### config.mk
export PLATFORM = sky130hd
export DESIGN_NAME = digit_scan_mux
export DESIGN_NICKNAME = d
export VERILOG_FILES = /design/src/rtl/digit_scan_mux.sv
export SDC_FILE = /design/constraint.sdc
export NUM_CORES = 1
export LEC_CHECK = 0
export CORE_MARGIN = 3
export CORE_UTILIZATION = 25
export CTS_CLUSTER_DIAMETER = 200
export DETAILED_ROUTE_END_ITERATION = 8
export HOLD_SLACK_MARGIN = 0.03
export PLACE_DENSITY = 0.54
export SLEW_MARGIN = 10
export SYNTH_ARGS = -nofsm -noshare
export SYNTH_HDL_FRONTEND = slang
export SYNTH_SLANG_ARGS = --single-unit
### constraint.sdc
create_clock -name clk -period 3 [get_ports clk]
set_input_delay 0.3 -clock clk [delete_from_list [all_inputs] [get_ports clk]]
set_output_delay 0.3 -clock clk [all_outputs]
set_load 0.02 [all_outputs]
### src/rtl/digit_scan_mux.sv
// Time-multiplexed multi-digit display scanner: tear-free frame latch, leading-zero blanking, PWM dimming.
// Optional per-digit blinking is compiled in with `define DIGIT_BLINK_EN.
module digit_scan_mux #(
    parameter int DIGITS   = 8,
    parameter int DIV      = 1000,
    parameter int BRIGHT_W = 4
`ifdef DIGIT_BLINK_EN
    , parameter int BLINK_FRAMES = 50
`endif
) (
    input  logic                  clk,
    input  logic                  rst,
    input  logic [4*DIGITS-1:0]   digits_in,
    input  logic [DIGITS-1:0]     dp_in,
`ifdef DIGIT_BLINK_EN
    input  logic [DIGITS-1:0]     blink_mask,
`endif
    input  logic                  lz_blank,
    input  logic [BRIGHT_W-1:0]   brightness,
    output logic [3:0]            digit_val,
    output logic [DIGITS-1:0]     digit_sel,
    output logic                  dp_out,
    output logic                  frame_start
);
    localparam int IDX_W = $clog2(DIGITS);
    localparam int PRE_W = (DIV > 1) ? $clog2(DIV) : 1;

    logic [PRE_W-1:0]             pre_q, pre_d;
    logic [IDX_W-1:0]             idx_q, idx_d;
    logic [BRIGHT_W-1:0]          pwm_q;
    logic                         load_q;
    logic [DIGITS-1:0][3:0]       sh_q, sh_d;
    logic [DIGITS-1:0]            shdp_q, shdp_d;
    logic [3:0]                   val_q, val_d;
    logic [DIGITS-1:0]            sel_q, sel_d;
    logic                         dp_q, dp_d;
    logic                         fs_q, fs_d;
    logic                         tick, frame_edge, on, lead, blank;
    logic [DIGITS-1:0]            lz_vec, blank_vec;

`ifdef DIGIT_BLINK_EN
    localparam int BFC_W = $clog2(BLINK_FRAMES + 1);
    logic [BFC_W-1:0]             bfc_q, bfc_d;
    logic                         phase_q, phase_d;
    logic [DIGITS-1:0]            bm_q, bm_d;
`endif

    always_comb begin
        tick       = (pre_q == PRE_W'(DIV - 1));
        frame_edge = load_q | (tick & (idx_q == IDX_W'(DIGITS - 1)));
        // The load edge restarts the slot so slot 0 after reset lasts a full DIV cycles.
        pre_d      = (load_q | tick) ? '0 : pre_q + 1'b1;
        idx_d      = idx_q;
        if (load_q || (tick && idx_q == IDX_W'(DIGITS - 1)))
            idx_d = '0;
        else if (tick)
            idx_d = idx_q + 1'b1;
        sh_d   = frame_edge ? digits_in : sh_q;
        shdp_d = frame_edge ? dp_in : shdp_q;

        lz_vec = '0;
        lead   = 1'b1;
        for (int k = DIGITS - 1; k >= 1; k--) begin
            lead      = lead & (sh_d[k] == 4'h0) & ~shdp_d[k];
            lz_vec[k] = lead;
        end
        blank_vec = lz_blank ? lz_vec : '0;

`ifdef DIGIT_BLINK_EN
        bm_d    = frame_edge ? blink_mask : bm_q;
        bfc_d   = bfc_q;
        phase_d = phase_q;
        // bfc counts frames already started in the current phase.
        if (frame_edge) begin
            if (bfc_q == BFC_W'(BLINK_FRAMES)) begin
                bfc_d   = BFC_W'(1);
                phase_d = ~phase_q;
            end else begin
                bfc_d = bfc_q + 1'b1;
            end
        end
        if (phase_d)
            blank_vec = blank_vec | bm_d;
`endif

        blank = blank_vec[idx_d];
        on    = (&brightness) | (pwm_q < brightness);
        val_d = blank ? 4'hF : sh_d[idx_d];
        dp_d  = ~blank & shdp_d[idx_d];
        sel_d = '0;
        if (on && !blank)
            sel_d[idx_d] = 1'b1;
        fs_d  = frame_edge;
    end

    always_ff @(posedge clk) begin
        if (rst) begin
            pre_q  <= '0;
            idx_q  <= '0;
            pwm_q  <= '0;
            load_q <= 1'b1;
            sh_q   <= '0;
            shdp_q <= '0;
            val_q  <= '0;
            sel_q  <= '0;
            dp_q   <= 1'b0;
            fs_q   <= 1'b0;
        end else begin
            pre_q  <= pre_d;
            idx_q  <= idx_d;
            pwm_q  <= pwm_q + 1'b1;
            load_q <= 1'b0;
            sh_q   <= sh_d;
            shdp_q <= shdp_d;
            val_q  <= val_d;
            sel_q  <= sel_d;
            dp_q   <= dp_d;
            fs_q   <= fs_d;
        end
    end

`ifdef DIGIT_BLINK_EN
    always_ff @(posedge clk) begin
        if (rst) begin
            bfc_q   <= '0;
            phase_q <= 1'b0;
            bm_q    <= '0;
        end else begin
            bfc_q   <= bfc_d;
            phase_q <= phase_d;
            bm_q    <= bm_d;
        end
    end
`endif

    assign digit_val   = val_q;
    assign digit_sel   = sel_q;
    assign dp_out      = dp_q;
    assign frame_start = fs_q;
endmodule

==> results of run 1 <==
[per-stage QoR]
step / std cells / cell area, sq um / setup WS [ns] / hold WS (ns) / util, %
floorplan: 408 / 3500 / 0.602 / 0.328 / -
global placement: 635 / 4310 / 0.301 / 0.442 / 32.0
detailed placement: 635 / 4310 / 0.314 / 0.459 / 32.0
CTS: 650 / 4600 / 0.322 / 0.349 / 34.2
global route: 650 / 4600 / 0.132 / 0.363 / 34.2
finish: 650 / 4600 / 0.307 / 0.346 / 34.2
[per-layer routing]
layer / up-vias / track usage (%) / routed length (um)
met3: 25 / 4.33 / 650
met4: 0 / 6.13 / 365
met5: - / 0 / 0
met2: 109 / 21.2 / 4700
met1: 1480 / 17.2 / 4630
li1: 1551 / - / -
[sequential cells by signal, summed over array words and instances, names as in the netlist]
| signal | flops |
|---|---|
| frame_start | 1 |
| digit_val | 4 |
| digit_sel | 8 |
| shdp_q | 8 |
| idx_q | 3 |
| dp_out | 1 |
| pwm_q | 4 |
| load_q | 1 |
| sh_q | 32 |
| pre_q | 10 |
[power breakdown]
| group | internal (uW) | switching [uW] |
|---|---|---|
| Sequential | 999 | 31.1 |
| Combinational | 137 | 129 |
| Clock | 661 | 415 |
[final cells by class]
| cell class | instances | area [sq um] |
|---|---|---|
| tap | 176 | 220 |
| timing repair buffer | 74 | 701 |
| fill | 1462 | 8850 |
| clock inverter | 5 | 56.3 |
| multi-input combinational | 306 | 1920 |
| sequential | 72 | 1440 |
| inverter | 7 | 26.3 |
| clock buffer | 10 | 239 |
[cells in the final DEF (no fill, tap or decap), types with 2 or more instances in the layout]
| cell | instances |
|---|---|
| o21ai_0 | 5 |
| xnor2_1 | 2 |
| a221o_1 | 2 |
| clkinv_2 | 2 |
| clkdlybuf4s50_1 | 59 |
| a21o_1 | 4 |
| nand2b_1 | 2 |
| o22a_1 | 2 |
| nor3_1 | 13 |
| nand4_1 | 7 |
| ha_1 | 7 |
| or4_1 | 11 |
| mux2_2 | 6 |
| nor3b_1 | 2 |
| a31oi_1 | 4 |
| or3_1 | 3 |
| a211o_1 | 3 |
| mux2i_1 | 21 |
| o211ai_1 | 2 |
| nand3_1 | 7 |
| buf_4 | 14 |
| dfxtp_1 | 72 |
| and2_1 | 2 |
| xor2_1 | 8 |
| nor4_1 | 4 |
| nand2_1 | 67 |
| nor2b_1 | 6 |
| o22ai_1 | 2 |
| and3_1 | 2 |
| inv_1 | 7 |
| a21oi_1 | 35 |
| nor2_1 | 52 |
| clkbuf_16 | 9 |
[worst max-delay path: cells and delay by family, from the launching register on]
kind	cells	cell delay, ns
AOI/OAI and AO/OA	4	1.07
adders and majority gates	1	0.29
DFF	1	0.35
and+or+nand+nor	1	0.27
buffers and inverters	1	0.30
muxes	1	0.28
[worst max path at each step]
stage	from	end	slack, ns	cells after the start
6_report	pre_q[0]	digit_val[2]	0.31	8
5_1_grt	pre_q[0]	digit_sel[5]	0.13	8
4_1_cts	pre_q[0]	digit_val[2]	0.32	8
3_5_place_dp	pre_q[0]	digit_val[2]	0.31	8
3_3_place_gp	digits_in[16]	digit_sel[1]	0.30	8
2_1_floorplan	idx_q[0]	digit_val[3]	0.60	10
[logic make-up after synthesis]
logic type | after synthesis
AND/OR/NAND/NOR | 183
AO/OA/AOI/OAI | 75
flip-flops | 72
buffers and inverters | 30
multiplexers | 29
XOR/XNOR | 12
adder cells (fa/ha/maj) | 7
==> results.cfg, run 1 <==
[floorplan]
fp.dieW_um = 124
initial_core_util_pct = 26.0
rows = 42
dieArea_sq_um = 15500
io_pins = 61
die_h_um = 124
core_area_sq_um = 13500

[place]
dp_hpwl_mm = 8.06
gp_congestion = 0.880
io_buffers = 60

[clocking]
clkTransAtPathRegs_ns = 0.06
cts_made_buffers = 9
h-tree-depth = 3
clk_latency_ns = 0.34
tritoncts = yes
clockBufferDepth = 2
post-cts-setup-buffer-count = 0
numClockSinks = 72
cts.repair.resized = 0
postCtsHoldBufs = 0
clockRootBuffer = clkbuf_16

[worst_setup_path]
critical_path_class = flop to flop
cpPeakStageDelay_ns = 0.53
worst-r2r-cell-count = 8
worstSetupStartpointType = flop
r2r-end = digit_val[2]
end_kind = flop
cp_data_required_time_ns = 3.21
cp_slowest_cell = a41oi_4
crit_arrival_ns = 2.91
reg2reg_slack_ns = 0.31
reg2reg_from = pre_q[0]
cp_max_fo = 14
path_cells = ha_1 > and2b_1 > a41oi_4 > buf_4 > mux2i_1 > o22ai_1 > o31ai_1 > a31oi_1

[synth]
synthAdderAreaFrac_pct = 2.50
yosys-top-cells-area = dfxtp_1, nand2_1, mux2i_1
synth_compound_area_share_pct = 15.5
synth_cell_types = 59
syn_inst = 408
synth_top_area_share_pct = 41.1
ys.flop_type = dfxtp_1
avgSynthCellArea_sq_um = 8.59
yosys.area_share.simple_pct = 24.4
synth_top_area_cell = dfxtp_1
synth_nets = 462
synth_edf_count = 0
yosysMostFrequentCell = dfxtp_1
synthXorXnorAreaFrac_pct = 3.43
synth.area.mux_share_pct = 8.96
synth.top_cells.by_count = dfxtp_1, nand2_1, nor2_1
synth_top_family_by_area = simple AND/OR/NAND/NOR gates
synth-seq-cells = 72
async_reset_ff_share_pct = 0
netlist_area_sq_um = 3500
yosysWarnings = 0
ys_seq_area_share_pct = 41.1

[detailed_routing]
drt-total-wl_mm = 10.3
drt-pass1-iter-count = 5
detail-route-antenna-nets = 0
wl_per_cell_um = 15.9
drtIter0Drc = 284
vias = 3165
viasPerCell = 4.87
drcViolationCount = 0

[sta]
final.setup.tns_ns = 0
tightestPinTransition_ns = 0.624
fmax_mhz = 371
slew_viol_final = 0
post-route-period-util_pct = 89.8
skew_ns = 0.00857
setup_viol = 0
relSlewSlack_pct = 58.2
fin_crit_ns = 2.69
rsz0062_at_grt = no
hold_viol_final = 0

[power]
p_per_area_nw_per_um2 = 515
leakage_uw = 0.00178
power.total_uw = 2370
ir_drop_uv = 260

[global_routing]
grt_max_degree = 42
grt_pass1_wl_mm = 16.5
antenna_found_initial = 0
grtUsageTotal_pct = 13.6
first_global_vias = 3148
grt_overflow_total = 0

[worst_hold_path]
worstHoldStart = rst
hold_path_end = shdp_q[0]
hold_path_class = input port to flop
min_path_cells = 2

[status]
status = finished, final reports clean

[finish]
drive_gt1_share_pct = 10.5
diodes = 0
area_growth_syn_to_layout_pct = 31.3
finalNetCount = 524

[run]
drv_cap = 0
No activity file was read; power rests on OpenSTA's default activity.
==> run 2: changes to the inputs <==
--- a/config.mk
+++ b/config.mk
@@ -5,6 +5,7 @@
 export SDC_FILE = /design/constraint.sdc
 export NUM_CORES = 1
 export LEC_CHECK = 0
+export ABC_AREA = 1
 export CORE_MARGIN = 3
 export CORE_UTILIZATION = 25
 export CTS_CLUSTER_DIAMETER = 200
==> run 2 against run 1 <==
Net effect: first-iteration DRC count decreased by 36%; global-route usage decreased by 0.71 points; register-to-register slack about the same; critical path type unchanged; critical endpoint is now digit_sel[0]; largest cell class unchanged.
==> results.cfg, run 2 <==
[status]
status = finished, final reports clean

[sta]
tightestPinTransition_ns = 0.596
relSlewSlack_pct = 60.2
final.setup.tns_ns = 0
setup_viol = 0
slew_viol_final = 0
hold_viol_final = 0
fmax_mhz = 371
fin_crit_ns = 2.70
post-route-period-util_pct = 89.9
skew_ns = 0.00359
rsz0062_at_grt = no
hold_ws_ns = 0.412

[worst_setup_path]
cp_max_fo = 23
reg2reg_slack_ns = 0.30
r2r-end = digit_sel[0]
worst-r2r-cell-count = 16
critical_path_class = flop to flop
crit_arrival_ns = 2.92
end_kind = flop
cp_data_required_time_ns = 3.22
worstSetupStartpointType = flop
reg2reg_from = idx_q[0]

[finish]
final_util_pct = 33.6
diodes = 0
max_flop_register = sh_q
area_growth_syn_to_layout_pct = 30.0
finalNetCount = 630
drive_gt1_share_pct = 11.0
layoutNonFillerInstCount = 760
reg_top3 = sh_q: 32 flops, pre_q: 10 flops
fillers = 1550
final_cell_mix = nand2_1, nor2_1, dfxtp_1, inv_1, clkdlybuf4s50_1
largest_reg_flops = 32
fin_area_sq_um = 4700
final_common_cell = nand2_1

[clocking]
clockRootBuffer = clkbuf_16
post-cts-setup-buffer-count = 0
clkTransAtPathRegs_ns = 0.06
numClockSinks = 72
h-tree-depth = 3
tritoncts = yes
cts.repair.resized = 0
clockBufferDepth = 2
clk_latency_ns = 0.33
postCtsHoldBufs = 0
cts_made_buffers = 9

[synth]
synth_top_area_share_pct = 39.9
synth.top_cells.by_count = nand2_1, nor2_1, dfxtp_1
ys.flop_type = dfxtp_1
yosys-top-cells-area = dfxtp_1, nand2_1, nor2_1
netlist_area_sq_um = 3610
synth-seq-cells = 72
avgSynthCellArea_sq_um = 6.98
yosysMostFrequentCell = nand2_1
syn_inst = 517
synth_top_area_cell = dfxtp_1
yosysWarnings = 0
synth_nets = 571
synth_edf_count = 0
synth_cell_types = 42
ys_seq_area_share_pct = 39.9
async_reset_ff_share_pct = 0

[floorplan]
initial_core_util_pct = 25.8
io_pins = 61
rows = 43
die_h_um = 126
dieArea_sq_um = 15900
fp.dieW_um = 126
core_area_sq_um = 14000

[detailed_routing]
wl_per_cell_um = 13.1
viasPerCell = 4.39
drcViolationCount = 0
route.top_layer_used = met4
drt-pass1-iter-count = 4
drtIter0Drc = 182
dr_wl_met2_mm = 4.58
vias = 3339
detail-route-antenna-nets = 0
met1Wirelength_mm = 4.81
drt-total-wl_mm = 9.97
dr_wl_met3_um = 438

[global_routing]
grtUsageTotal_pct = 12.9
grt_pass1_wl_mm = 16.5
antenna_found_initial = 0
grt_max_degree = 42
first_global_vias = 3359
grt_overflow_total = 0

[worst_hold_path]
worstHoldStart = rst
hold_path_end = load_q
min_path_cells = 1
hold_path_class = input port to flop

[power]
leakage_uw = 0.00215
ir_drop_uv = 324
p_per_area_nw_per_um2 = 541

[run]
drv_cap = 0

[place]
dp_hpwl_mm = 7.79
io_buffers = 60
post_dp_cell_area_sq_um = 4350
gp_congestion = 0.931
dp.cells = 745
run 2: changes by cell type in the layout (fill, tap and decap cells not counted), sizes merged, moves of 8 or more:
cell	change
buf	-10
or4	-12
xor2	-8
nand3	+33
mux2i	-21
nand2	+65
a21oi	-16
nor3	-11
or2	+9
nor2	+45
inv	+64
o21ai	+15
run 2: cell families (layout without fill, tap and decap cells):
kind of cell / count (synthesis) / count (layout) / share of synthesized area (%)
buffers and inverters: 89 / 152 / 10.6
xor gates and xnor gates: 4 / 4 / 1.18
and+or+nand+nor: 297 / 297 / 37.9
adders and majority gates: 7 / 7 / 2.43
muxes: 1 / 1 / 0.277
AOI/OAI and AO/OA: 47 / 47 / 7.69
DFF: 72 / 72 / 39.9
run 2: area by class of cell:
| type | instances | area [sq um] | area share (%) |
|---|---|---|---|
| clock buffer | 9 | 225 | 4.80 |
| clock inverter | 6 | 109 | 2.32 |
| sequential | 72 | 1440 | 30.7 |
| timing repair buffer | 64 | 626 | 13.3 |
| multi-input combinational | 356 | 1800 | 38.2 |
| inverter | 73 | 274 | 5.84 |
| tap | 180 | 225 | 4.80 |
run 2: how the worst max path moves through the flow:
stage	startpoint	endpoint	slack, ns	cells after the start
after floorplan	idx_q[0]	digit_sel[0]	0.75	16
after CTS	idx_q[0]	digit_sel[0]	0.24	16
after detailed placement	idx_q[0]	digit_sel[0]	0.26	16
after global placement	idx_q[0]	digit_sel[0]	0.38	16
final	idx_q[0]	digit_sel[0]	0.30	16
after global routing	idx_q[0]	digit_sel[0]	0.07	16
run 2: metal layers:
metal,up-vias,track usage (%)
met3,15,2.80
met5,-,0
met2,81,20.9
li1,1723,-
met4,0,3.66
met1,1520,17.3
run 2: power by group:
group / internal, uW / switching (uW)
sequential: 1010 / 19.7
combinational: 136 / 174
clock: 805 / 399
total: 1950 / 593
run 2: through the flow:
| stage | setup slack [ns] | power, uW |
|---|---|---|
| floorplan | 0.747 | 1230 |
| global placement | 0.375 | 1350 |
| detailed placement | 0.263 | 1360 |
| CTS | 0.235 | 2570 |
| global route | 0.0719 | 2650 |
| finish | 0.304 | 2540 |
run 2: worst max-delay path, stage by stage, from the launching register on:
cell and delay (ns):
dfxtp_1 0.33, ha_1 0.21, ha_1 0.22, or2_2 0.37
nand2_8 0.18, buf_4 0.20, nand2_1 0.06, o21ai_1 0.13
nand2_1 0.11, nor2_2 0.14, nand2_1 0.06, nand2_1 0.08
nand2_2 0.07, nor2_4 0.13, nand2_4 0.11, nand2_8 0.12
nor2_2 0.04
